==> config.mk <==
export PLATFORM = sky130hd
export DESIGN_NAME = fetch_receive
export DESIGN_NICKNAME = d
export VERILOG_FILES = /design/src/rtl/fetch_receive.sv
export SDC_FILE = /design/constraint.sdc
export NUM_CORES = 1
export LEC_CHECK = 0
export ABC_AREA = 1
export CORE_AREA = 2 2 127 129
export CTS_CLUSTER_SIZE = 40
export DETAILED_ROUTE_END_ITERATION = 8
export DIE_AREA = 0 0 129 131
export DONT_BUFFER_PORTS = 1
export PLACE_DENSITY_LB_ADDON = 0.1
export SLEW_MARGIN = 30
export SYNTH_ARGS = -nofsm -noshare
export SYNTH_HDL_FRONTEND = slang
export SYNTH_SLANG_ARGS = --single-unit
==> constraint.sdc <==
create_clock -name clock -period 6.4 [get_ports clock]
set_input_delay 0.96 -clock clock [delete_from_list [all_inputs] [get_ports clock]]
set_output_delay 0.96 -clock clock [all_outputs]
set_load 0.05 [all_outputs]
==> src/rtl/fetch_receive.sv <==
`default_nettype none
// ============================================================================
//  Module      : fetch_receive
//  Description : Fetch receive stage. Pairs each instruction word returned by
//                the instruction memory (one cycle after its read) with the
//                PC that issued it, buffers responses in a 2-entry skid FIFO
//                while decode stalls, squashes wrong-path words on flush and
//                presents a registered {instruction, inst_PC, valid} triple.
//  Options     : FETCH_RECEIVE_STATS_EN adds stall_cycles / squashed_words
//                statistics counters.
//  Revision    : 1.0 - initial release
// ============================================================================
module fetch_receive #(
    parameter int                      DATA_WIDTH   = 32,
    parameter int                      ADDRESS_BITS = 32,
    parameter logic [ADDRESS_BITS-1:0] RESET_PC     = '0,
    parameter logic [DATA_WIDTH-1:0]   NOP          = 32'h00000013
) (
    input  logic                    clock,
    input  logic                    reset,
    input  logic [ADDRESS_BITS-1:0] issue_PC,
    input  logic                    i_mem_read_valid,
    input  logic [DATA_WIDTH-1:0]   i_mem_data,
    input  logic                    stall,
    input  logic                    flush,
    output logic                    fetch_ready,
    output logic [DATA_WIDTH-1:0]   instruction,
    output logic [ADDRESS_BITS-1:0] inst_PC,
    output logic                    valid
`ifdef FETCH_RECEIVE_STATS_EN
    ,
    output logic [31:0]             stall_cycles,
    output logic [31:0]             squashed_words
`endif
);

    // Alignment register: PC and valid of the read whose data arrives now
    logic                    pending_v_q,  pending_v_d;
    logic [ADDRESS_BITS-1:0] pending_pc_q, pending_pc_d;

    // Skid FIFO storage and bookkeeping
    logic [DATA_WIDTH-1:0]   fifo_data_q [2];
    logic [DATA_WIDTH-1:0]   fifo_data_d [2];
    logic [ADDRESS_BITS-1:0] fifo_pc_q   [2];
    logic [ADDRESS_BITS-1:0] fifo_pc_d   [2];
    logic                    rd_ptr_q, rd_ptr_d;
    logic                    wr_ptr_q, wr_ptr_d;
    logic [1:0]              count_q,  count_d;

    // Registered outputs to decode
    logic [DATA_WIDTH-1:0]   instr_q, instr_d;
    logic [ADDRESS_BITS-1:0] pc_q,    pc_d;
    logic                    valid_q, valid_d;

    logic                    push;
    logic                    pop;
    logic [2:0]              occupancy;

    // Every in-flight read must be guaranteed a FIFO slot, so count the
    // pending response together with the buffered ones.
    assign occupancy   = {1'b0, count_q} + {2'b00, pending_v_q};
    assign fetch_ready = !reset && (occupancy < 3'd2);

    assign instruction = instr_q;
    assign inst_PC     = pc_q;
    assign valid       = valid_q;

    // Next-state: alignment, FIFO push/pop and output selection
    always_comb begin
        pending_pc_d = issue_PC;
        pending_v_d  = i_mem_read_valid && !flush;
        fifo_data_d  = fifo_data_q;
        fifo_pc_d    = fifo_pc_q;
        rd_ptr_d     = rd_ptr_q;
        wr_ptr_d     = wr_ptr_q;
        count_d      = count_q;
        instr_d      = instr_q;
        pc_d         = pc_q;
        valid_d      = valid_q;
        push         = 1'b0;
        pop          = 1'b0;

        if (flush) begin
            // Everything older than the redirect is wrong-path; PC holds.
            instr_d  = NOP;
            valid_d  = 1'b0;
        end else if (!stall) begin
            if (count_q != 2'd0) begin
                // Buffered words drain first to preserve program order.
                instr_d = fifo_data_q[rd_ptr_q];
                pc_d    = fifo_pc_q[rd_ptr_q];
                valid_d = 1'b1;
                pop     = 1'b1;
                push    = pending_v_q;
            end else if (pending_v_q) begin
                instr_d = i_mem_data;
                pc_d    = pending_pc_q;
                valid_d = 1'b1;
            end else begin
                instr_d = NOP;
                valid_d = 1'b0;
            end
        end else begin
            // Outputs hold; park the arriving word. A full FIFO cannot
            // receive a push when upstream honours fetch_ready.
            push = pending_v_q && (count_q != 2'd2);
        end

        if (push) begin
            fifo_data_d[wr_ptr_q] = i_mem_data;
            fifo_pc_d[wr_ptr_q]   = pending_pc_q;
            wr_ptr_d              = ~wr_ptr_q;
        end
        if (pop) begin
            rd_ptr_d = ~rd_ptr_q;
        end

        if (flush) begin
            count_d  = 2'd0;
            rd_ptr_d = 1'b0;
            wr_ptr_d = 1'b0;
        end else begin
            case ({push, pop})
                2'b10:   count_d = count_q + 2'd1;
                2'b01:   count_d = count_q - 2'd1;
                default: count_d = count_q;
            endcase
        end
    end

    // Control and output state registers with synchronous reset
    always_ff @(posedge clock) begin
        if (reset) begin
            pending_v_q  <= 1'b0;
            pending_pc_q <= '0;
            rd_ptr_q     <= 1'b0;
            wr_ptr_q     <= 1'b0;
            count_q      <= 2'd0;
            instr_q      <= NOP;
            pc_q         <= RESET_PC;
            valid_q      <= 1'b0;
        end else begin
            pending_v_q  <= pending_v_d;
            pending_pc_q <= pending_pc_d;
            rd_ptr_q     <= rd_ptr_d;
            wr_ptr_q     <= wr_ptr_d;
            count_q      <= count_d;
            instr_q      <= instr_d;
            pc_q         <= pc_d;
            valid_q      <= valid_d;
        end
    end

    // FIFO payload storage; contents are qualified by count_q so no reset
    always_ff @(posedge clock) begin
        fifo_data_q <= fifo_data_d;
        fifo_pc_q   <= fifo_pc_d;
    end

`ifdef FETCH_RECEIVE_STATS_EN
    logic [31:0] stall_cycles_q;
    logic [31:0] squashed_words_q;

    assign stall_cycles   = stall_cycles_q;
    assign squashed_words = squashed_words_q;

    // Statistics: stalled edges and words discarded by flushes (wrapping)
    always_ff @(posedge clock) begin
        if (reset) begin
            stall_cycles_q   <= 32'd0;
            squashed_words_q <= 32'd0;
        end else if (flush) begin
            squashed_words_q <= squashed_words_q + {29'd0, occupancy};
        end else if (stall) begin
            stall_cycles_q   <= stall_cycles_q + 32'd1;
        end
    end
`endif

endmodule
`default_nettype wire

==> results.ini, run 1 <==
[status]
outcome = finished, final reports clean

[cells_and_area]
nFillCells = 1262
multi_input_area_um2 = 2560
postLayoutCellArea_um2 = 9900
layout-drive-gt1-share_pct = 14.0
areaGrowthSynthToFinish_pct = 8.95
stdcell_count = 1152
n_antenna_cell = 0
seq_area_um2 = 5890
fin_nets = 990

[die]
die-area_um2 = 16900
fp.dieW_um = 129
num_rows = 46
die_h_um = 131
ios = 135
start_util_pct = 58.2
core_um2 = 15600

[synthesis]
syn_nets = 1008
yosys-top-cells-area = edfxtp_1 42%, dfxtp_1 22%, nand2_1 12%, inv_1 3.9%, nand3_1 3.3%
syn_inst = 938
ys_seq_area_share_pct = 64.8
synth_ff_type = edfxtp_1
synth_edf_count = 128
synth_largest_area_cell = edfxtp_1
synth_area_per_cell_um2 = 9.68
ys_ff_latch = 230
syn_area_um2 = 9080
synth.distinct_cells = 25
synth_mux_area_share_pct = 0
synth_top_family_by_area = simple AND/OR/NAND/NOR gates
synth_common_cells = 296 x nand2_1, 128 x edfxtp_1, 102 x dfxtp_1, 95 x inv_1, 70 x nor2_1
synth_fa_ha_area_share_pct = 0.138
synth_simple_gate_area_share_pct = 22.9
synth-compound-area-share_pct = 5.14
ys_warn_count = 0
synth-xor-area-share_pct = 0
yosys.cell_count.top_type = nand2_1
synthArstFlopShare_pct = 0
yosysTopAreaCellShare_pct = 42.3

[pwr]
power.internal_uw = 2430
ir_worst_vdd_uv = 209
finalPower_uw = 3050
power_frac_comb_pct = 2.4
switching_share_pct = 20.3
power_frac_seq_pct = 53.4
power.leakage_uw = 0.00414
p_per_area_nw_per_um2 = 308
p_sw_uw = 617
clockPowerShare_pct = 44.2

[routing]
drt_pass1_iterations = 6
wl_um = 18000
drc = 0
wl_per_cell_um = 15.6
routed_via_density = 5.18
vias = 5973
drt_iter0_markers = 345
antenna_left = 0

[worst_setup_path]
worstSetupPathType = register to register
arrival_ns = 3.15
slowest_delay_ns = 0.65
path_delay_family = simple AND/OR/NAND/NOR gates
worstRegToRegCells = 7
critPathLaunch = count_q[1]
reg2reg_from = count_q[1]
cpMostUsedCell = nand2_1
crit_required_ns = 6.53
worstSetupEndpointType = register
cpMaxStageDelayCell = buf_4
r2r-end = fifo_data_q[35]
cp_num_buf_inv = 2
r2r_slack_ns = 3.38
path_cells = inv_2 > nand2_4 > nand2_1 > nand2_1 > nand2_1 > nor2_4 > buf_4
crit_fanout = 70
start_kind = register

[place]
io_buffers = 0
place_area_um2 = 9130
gp_congestion = 0.746
hpwl_um = 10600
placedCellCount = 1111

[global_route]
grt_max_degree = 71
grt_usage_pct = 21.3
antenna_found_initial = 0
first_global_vias = 5722
grt_pass1_wl_um = 28600
grt.overflow.total = 0

[clock_tree]
clk_latency_ns = 0.50
htreeDepth = 1
postCtsHoldBufs = 0
post_cts.repair.setup_buffers = 0
cts_inserted_buffers = 23
cts_tree = yes
ctsLongestPathBuffers = 3
clock_sinks = 230
cts-root-buf = clkbuf_16
clkTransAtPathRegs_ns = 0.06
ctsResizeCount = 0

[sta]
tightest_slew_ns = 0.956
rsz0062_at_grt = no
hold_viol = 0
maxSlewHeadroom_pct = 36.2
slew_violations = 0
whs_ns = 0.450
finalCritPeriodShare_pct = 47.1
skew_ns = 0.00713
finalSetupTns_ns = 0
fmax_ghz = 0.332
post-route-min-period_ns = 3.02
finalSetupViolCount = 0

[min_path]
hold_end = fifo_pc_q[6]
hold_class = register to register
min_from = pending_pc_q[6]
worstHoldPathCells = 0

[run]
cap_violations = 0

==> layout make-up <==
type	count	area share, %
clock inverters	8	0.885
flip-flops and latches	230	59.5
well taps	216	2.73
multi-input cells	563	25.9
repair buffers	5	0.379
inverters	97	3.70
clock buffers	33	6.90
==> cells in the final DEF, fill, tap and decap left out, types with 7 or more instances in the layout <==
cell type and count:
nand2_1 296, edfxtp_1 128, dfxtp_1 101, inv_1 92, nor2_1 69, nand3_1 60
or2_2 36, nor2_2 23, a21oi_1 23, clkbuf_16 23, a21oi_2 20, o21ai_0 18
a31oi_1 10, clkbuf_8 7
==> how the worst max path moves through the flow <==
stage	endpoint	slack (ns)	cells past startpoint
floorplan	fifo_data_q[32]	1.75	6
finish	fifo_data_q[35]	3.38	7
CTS	fifo_pc_q[49]	3.33	7
detailed placement	fifo_pc_q[54]	3.19	6
global placement	fetch_ready	3.06	3
global route	fifo_pc_q[42]	3.07	7
==> flip-flops by register name (all words and copies together) (netlist names) <==
| name | flops |
|---|---|
| count_q | 2 |
| fifo_data_q | 64 |
| fifo_pc_q | 64 |
| inst_PC | 32 |
| instruction | 32 |
| pending_pc_q | 32 |
| pending_v_q | 1 |
| rd_ptr_q | 1 |
| valid | 1 |
| wr_ptr_q | 1 |
==> power by group through the flow <==
stage / clock network (µW) / registers (µW) / logic [µW]
finish: 1350 / 1630 / 73.4
CTS: 1370 / 1630 / 74.2
global route: 1430 / 1630 / 83.8
floorplan: 0 / 1650 / 67.9
global placement: 0 / 1660 / 72.5
detailed placement: 0 / 1660 / 73.5
==> layer usage <==
| metal | track usage, % | routed length (µm) |
|---|---|---|
| met2 | 35.6 | 8660 |
| met5 | 0 | 0 |
| met3 | 4.19 | 1250 |
| met1 | 28.5 | 7720 |
| met4 | 6.59 | 395 |
==> cell families after synthesis <==
family | after synthesis
AND/OR/NAND/NOR | 489
flip-flops | 230
buffers and inverters | 145
AO/OA/AOI/OAI | 73
adder cells (fa/ha/maj) | 1
==> worst register-to-register path: stages (launching register included) <==
cell	delay, ns
dfxtp_1	0.43
inv_2	0.08
nand2_4	0.50
nand2_1	0.26
nand2_1	0.16
nand2_1	0.12
nor2_4	0.41
buf_4	0.65
==> per-stage QoR <==
stage | setup slack [ns] | utilization (%)
after floorplan | 1.75 | -
after global placement | 3.06 | 58.5
after detailed placement | 3.19 | 58.5
after CTS | 3.33 | 63.5
after global routing | 3.07 | 63.5
final | 3.38 | 63.5
Note: power is estimated with default switching activity, not from simulation.
==> run 2, diff against run 1 <==
==> constraint.sdc (replaced) <==
create_clock -name clock -period 3.1 [get_ports clock]
set_input_delay 0.465 -clock clock [delete_from_list [all_inputs] [get_ports clock]]
set_output_delay 0.465 -clock clock [all_outputs]
set_load 0.05 [all_outputs]
==> run 2 against run 1 <==
Net effect: via count is 2.8% lower; clock-buffer cell count up 6; clock skew up 0.010 ns; sequential cell count unchanged; hold slack worse by 0.42 ns; global-route usage decreased by 0.59 points; wire length down 3.2%; clock power up 97%; non-clock buffer count rose by 4; sequential power rose by 110%; highest routed layer unchanged.
==> results.ini, run 2 (synthesis gave the netlist of run 1 again) <==
[worst_setup_path]
worstSetupEndpointType = output port
worstSetupPathType = register to output port
start_kind = register
crit_fanout = 11  ; -84%
arrival_ns = 1.78  ; -1.37 ns
crit_required_ns = 2.63  ; -3.90 ns

[pwr]
clockPowerShare_pct = 43.2  ; -1.0 points
p_per_area_nw_per_um2 = 622  ; +100%
switching_share_pct = 20.4  ; +0.10 points
power.leakage_uw = 0.00414  ; +0.15%
finalPower_uw = 6170  ; +100%
p_sw_uw = 1260  ; +100%
power_frac_seq_pct = 54.4  ; +1.0 points
power.internal_uw = 4920  ; +100%
power_frac_comb_pct = 2.5  ; about the same
ir_worst_vdd_uv = 699  ; +230%

[sta]
rsz0062_at_grt = no
finalSetupViolCount = 0  ; unchanged
maxSlewHeadroom_pct = 41.8  ; +5.6 points
skew_ns = 0.0173  ; +0.0102 ns
finalCritPeriodShare_pct = 72.3
hold_viol = 0  ; unchanged
slew_violations = 0  ; unchanged
fmax_ghz = 0.446
tightest_slew_ns = 0.872  ; -0.0837 ns
post-route-min-period_ns = 2.24
finalSetupTns_ns = 0  ; unchanged

[global_route]
grt_max_degree = 70  ; -1.4%
grt_usage_pct = 20.7  ; -0.59 points
antenna_found_initial = 0  ; unchanged
first_global_vias = 5690  ; -0.56%
grt.overflow.total = 0  ; unchanged
grt_pass1_wl_um = 27800  ; -2.7%

[clock_tree]
cts-root-buf = clkbuf_16
htreeDepth = 1  ; unchanged
ctsResizeCount = 0  ; unchanged
ctsLongestPathBuffers = 3  ; unchanged
post_cts.repair.setup_buffers = 0  ; unchanged
clk_latency_ns = 0.50  ; about the same
cts_inserted_buffers = 23  ; unchanged
postCtsHoldBufs = 0  ; unchanged
cts_tree = yes
clock_sinks = 230  ; unchanged
clkTransAtPathRegs_ns = 0.06  ; about the same

[place]
io_buffers = 0  ; unchanged
gp_congestion = 0.752  ; +0.80%
place_area_um2 = 9180  ; +0.58%
placedCellCount = 1115  ; +0.36%
hpwl_um = 10500  ; -1.0%

[routing]
routed_via_density = 5.02  ; -3.3%
drt_pass1_iterations = 4  ; -2
wl_per_cell_um = 15.1  ; -3.6%
antenna_left = 0  ; unchanged
vias = 5803  ; -2.8%
drc = 0  ; unchanged
drt_iter0_markers = 328  ; -4.9%
wl_um = 17400  ; -3.2%

[die]
num_rows = 46  ; unchanged
fp.dieW_um = 129  ; unchanged
core_um2 = 15600  ; unchanged
die-area_um2 = 16900  ; unchanged
die_h_um = 131  ; unchanged
ios = 135  ; unchanged
start_util_pct = 58.2  ; unchanged

[cells_and_area]
layout_common_cells = 296 x nand2_1, 128 x edfxtp_1, 101 x dfxtp_1
layout-drive-gt1-share_pct = 13.9  ; -0.074 points
n_antenna_cell = 0  ; unchanged
fin_nets = 994  ; +0.40%
mostFrequentLayoutCell = nand2_1
areaGrowthSynthToFinish_pct = 9.30
finish.utilization_pct = 63.7  ; +0.20 points
stdcell_count = 1157  ; +0.43%
top_regs = fifo_data_q x64, fifo_pc_q x64
postLayoutCellArea_um2 = 9930  ; +0.32%

[status]
outcome = finished, final reports clean

[run]
cap_violations = 0  ; unchanged

[min_path]
hold_class = input port to register

[run 2: stage by stage]
| step | worst slack, ns | hold slack, ns |
|---|---|---|
| floorplan | 0.0109 | 0.418 |
| global placement | 0.912 | 0.423 |
| detailed placement | 0.849 | 0.433 |
| CTS | 0.857 | 0.0129 |
| global route | 0.767 | 0.00965 |
| finish | 0.858 | 0.0287 |
[run 2: worst max-delay path: stages (launching register included)]
cell	delay [ns]
dfxtp_1	0.69
inv_1	0.12
o211ai_1	0.20
inv_1	0.26
[run 2: cell type report]
| class | instances | area [µm²] |
|---|---|---|
| Timing Repair Buffer | 9 | 92.6 |
| Multi-Input combinational cell | 563 | 2570 |
| Clock buffer | 39 | 727 |
| Clock inverter | 3 | 17.5 |
| Sequential cell | 230 | 5890 |
| Fill cell | 1246 | 5670 |
| Tap cell | 216 | 270 |
| Inverter | 97 | 364 |
[run 2: path summary, 6_finish.rpt]
path,start,to,slack [ns],cells after the start
setup / recovery,pending_v_q,fetch_ready,0.86,3
hold / removal,reset,pending_pc_q[28],0.03,1
hold reg to reg,pending_pc_q[30],fifo_pc_q[62],0.44,0
setup reg to reg,pending_v_q,fifo_pc_q[24],0.91,5
[run 2: metal layers]
| layer | part of all wire (%) | global-route usage (%) |
|---|---|---|
| met1 | 44 | 26.5 |
| met2 | 49 | 35.8 |
| met3 | 6.1 | 4.76 |
| met4 | 1.4 | 5.82 |
| met5 | 0 | 0 |
[run 2: power groups by stage]
stage / combinational (µW) / sequential, µW / clock (µW)
after floorplan: 140 / 3410 / 0
after global placement: 149 / 3420 / 0
after detailed placement: 153 / 3420 / 0
after CTS: 155 / 3360 / 2730
after global routing: 174 / 3360 / 2860
final: 152 / 3360 / 2660
==> run 3, diff against run 2 <==
--- a/config.mk
+++ b/config.mk
@@ -6,10 +6,10 @@
 export NUM_CORES = 1
 export LEC_CHECK = 0
 export ABC_AREA = 1
-export CORE_AREA = 2 2 127 129
+export CORE_AREA = 2 2 130 132
 export CTS_CLUSTER_SIZE = 40
 export DETAILED_ROUTE_END_ITERATION = 8
-export DIE_AREA = 0 0 129 131
+export DIE_AREA = 0 0 132 134
 export DONT_BUFFER_PORTS = 1
 export PLACE_DENSITY_LB_ADDON = 0.1
 export SLEW_MARGIN = 30
==> constraint.sdc (replaced) <==
create_clock -name clock -period 1.85 [get_ports clock]
set_input_delay 0.2775 -clock clock [delete_from_list [all_inputs] [get_ports clock]]
set_output_delay 0.2775 -clock clock [all_outputs]
set_load 0.05 [all_outputs]
==> run 3 against run 2 <==
Net effect: core utilization rose by 3.3 points; die area up 4.7%; first-iteration DRC count up 20%; sequential power rose by 67%; via count rose by 9.3%; clock power increased by 85%; sequential cell count did not move; critical path depth up 4; clock skew fell by 0.011 ns.
==> results.ini, run 3 (synthesis gave the netlist of run 1 again) <==
[status]
outcome = finished, final reports clean

[sta]
skew_ns = 0.00603  ; -0.0113 ns
tightest_slew_ns = 0.909  ; +0.0367 ns
fmax_ghz = 0.598
finalSetupViolCount = 0  ; unchanged
slew_violations = 0  ; unchanged
maxSlewHeadroom_pct = 39.3  ; -2.4 points
finalCritPeriodShare_pct = 90.3
finalSetupTns_ns = 0  ; unchanged
hold_viol = 0  ; unchanged
whs_ns = 0.0305  ; +0.00178 ns
post-route-min-period_ns = 1.67
rsz0062_at_grt = no

[pwr]
finalPower_uw = 11000  ; +78%
power_frac_comb_pct = 4.0  ; +1.5 points
switching_share_pct = 20.7  ; +0.35 points
power_frac_seq_pct = 51.2  ; -3.2 points
power.leakage_uw = 0.00458  ; +11%
p_sw_uw = 2280  ; +81%
clockPowerShare_pct = 44.8  ; +1.6 points
power.internal_uw = 8710  ; +77%
ir_worst_vdd_uv = 737  ; +5.5%
p_per_area_nw_per_um2 = 1010  ; +62%

[cells_and_area]
areaGrowthSynthToFinish_pct = 20.0
nFillCells = 1294  ; +3.9%
layout-drive-gt1-share_pct = 15.6  ; +1.7 points
postLayoutCellArea_um2 = 10900  ; +9.8%
top_regs = fifo_data_q x64, fifo_pc_q x64
seq_area_um2 = 5890  ; about the same
mostFrequentLayoutCell = nand2_1
layout_common_cells = 293 x nand2_1, 128 x edfxtp_1, 98 x dfxtp_1
fin_nets = 1075  ; +8.1%
n_antenna_cell = 0  ; unchanged
multi_input_area_um2 = 2590  ; +0.97%

[routing]
wl_um = 19200  ; +10%
wl_per_cell_um = 15.4  ; +2.3%
drt_pass1_iterations = 5  ; +1
vias = 6345  ; +9.3%
drc = 0  ; unchanged
routed_via_density = 5.10  ; +1.8%
antenna_left = 0  ; unchanged
drt_iter0_markers = 394  ; +20%

[clock_tree]
ctsLongestPathBuffers = 3  ; unchanged
htreeDepth = 1  ; unchanged
clock_sinks = 230  ; unchanged
postCtsHoldBufs = 69  ; +69
post_cts.repair.setup_buffers = 0  ; unchanged
clkTransAtPathRegs_ns = 0.06  ; about the same
clk_latency_ns = 0.50  ; about the same
cts_tree = yes
cts_inserted_buffers = 24  ; +4.3%
ctsResizeCount = 0  ; unchanged
cts-root-buf = clkbuf_16

[worst_setup_path]
cp_num_cells = 7  ; +4
worstSetupEndpointType = register
worstSetupPathType = register to register
cpMaxStageDelayCell = nor2_2
crit_fanout = 21  ; +10
path_delay_family = simple AND/OR/NAND/NOR gates
arrival_ns = 2.12  ; +0.34 ns
slowest_delay_ns = 0.70  ; about the same
cp_num_buf_inv = 2  ; unchanged
path_cells = inv_2 > nand2_4 > nor2_2 > nand2_1 > nand3_1 > nand2_1 > inv_1
start_kind = register
worstRegToRegCells = 7  ; +2
cpMostUsedCell = nand2_1
crit_required_ns = 2.30  ; -0.33 ns
r2r_slack_ns = 0.18  ; -0.73 ns

[die]
num_rows = 47  ; +2.2%
fp.dieW_um = 132  ; +2.3%
core_um2 = 16300  ; +4.4%
ios = 135  ; unchanged
die-area_um2 = 17700  ; +4.7%
start_util_pct = 55.8  ; -2.5 points
die_h_um = 134  ; +2.3%

[global_route]
first_global_vias = 6206  ; +9.1%
grt_pass1_wl_um = 30800  ; +11%
grt_usage_pct = 21.5  ; +0.75 points
grt.overflow.total = 0  ; unchanged
grt_max_degree = 51  ; -27%
antenna_found_initial = 0  ; unchanged

[min_path]
hold_class = input port to register
worstHoldPathCells = 2  ; +1

[run]
cap_violations = 0  ; unchanged

[place]
place_area_um2 = 9380  ; +2.2%
io_buffers = 0  ; unchanged
hpwl_um = 11200  ; +7.4%
gp_congestion = 0.785  ; +4.4%

run 3: cell count changes in the layout (fill, tap and decap cells not counted), moves of 3 or more:
cell and change:
buf_12 +7, buf_4 +5, bufinv_16 +3, clkbuf_1 -7, clkbuf_8 -3, clkinv_2 +6, dfxtp_1 -3, dfxtp_2 +3
dlygate4sd3_1 +67, nand2_1 -3, nand2_4 +3
run 3: stage by stage:
stage / std cells / worst slack [ns] / utilization, %
final: 1243 / 0.179 / 66.9
after global routing: 1243 / 0.0506 / 66.9
after CTS: 1243 / 0.0873 / 67.0
after detailed placement: 1130 / 0.208 / 57.6
after global placement: 1130 / 0.278 / 57.6
after floorplan: 938 / -0.254 / -
run 3: path summary, 6_finish.rpt:
kind | start | to
setup / recovery | count_q[0] | instruction[8]
hold / removal | reset | instruction[0]
setup reg to reg | count_q[0] | instruction[8]
hold reg to reg | pending_pc_q[12] | fifo_pc_q[12]
run 3: final cells by class:
type,instances,share of cell area [%]
sequential,230,54.0
multi-input combinational,563,23.8
timing repair buffer,89,8.68
clock buffer,30,6.28
inverter,97,3.37
tap,220,2.52
clock inverter,14,1.31
run 3: per-layer routing:
metal,routed length [µm],track usage (%),vias to the layer above,part of all wire (%)
li1,-,-,3133,-
met1,8330,27.9,3000,43
met2,9460,37.7,191,49
met3,1130,3.70,21,5.9
met4,259,5.37,0,1.4
met5,0,0,-,0
run 3: worst register-to-register path: cells and delay by family, from the launching register on:
kind,cells,cell delay (ns)
and+or+nand+nor,5,1.13
DFF,1,0.34
buffers and inverters,2,0.15
run 3: power groups by stage:
stage | clock network (µW) | registers [µW] | logic [µW]
floorplan | 0 | 5710 | 241
global placement | 0 | 5730 | 268
detailed placement | 0 | 5730 | 274
CTS | 5010 | 5620 | 442
global route | 5210 | 5630 | 486
finish | 4930 | 5620 | 440
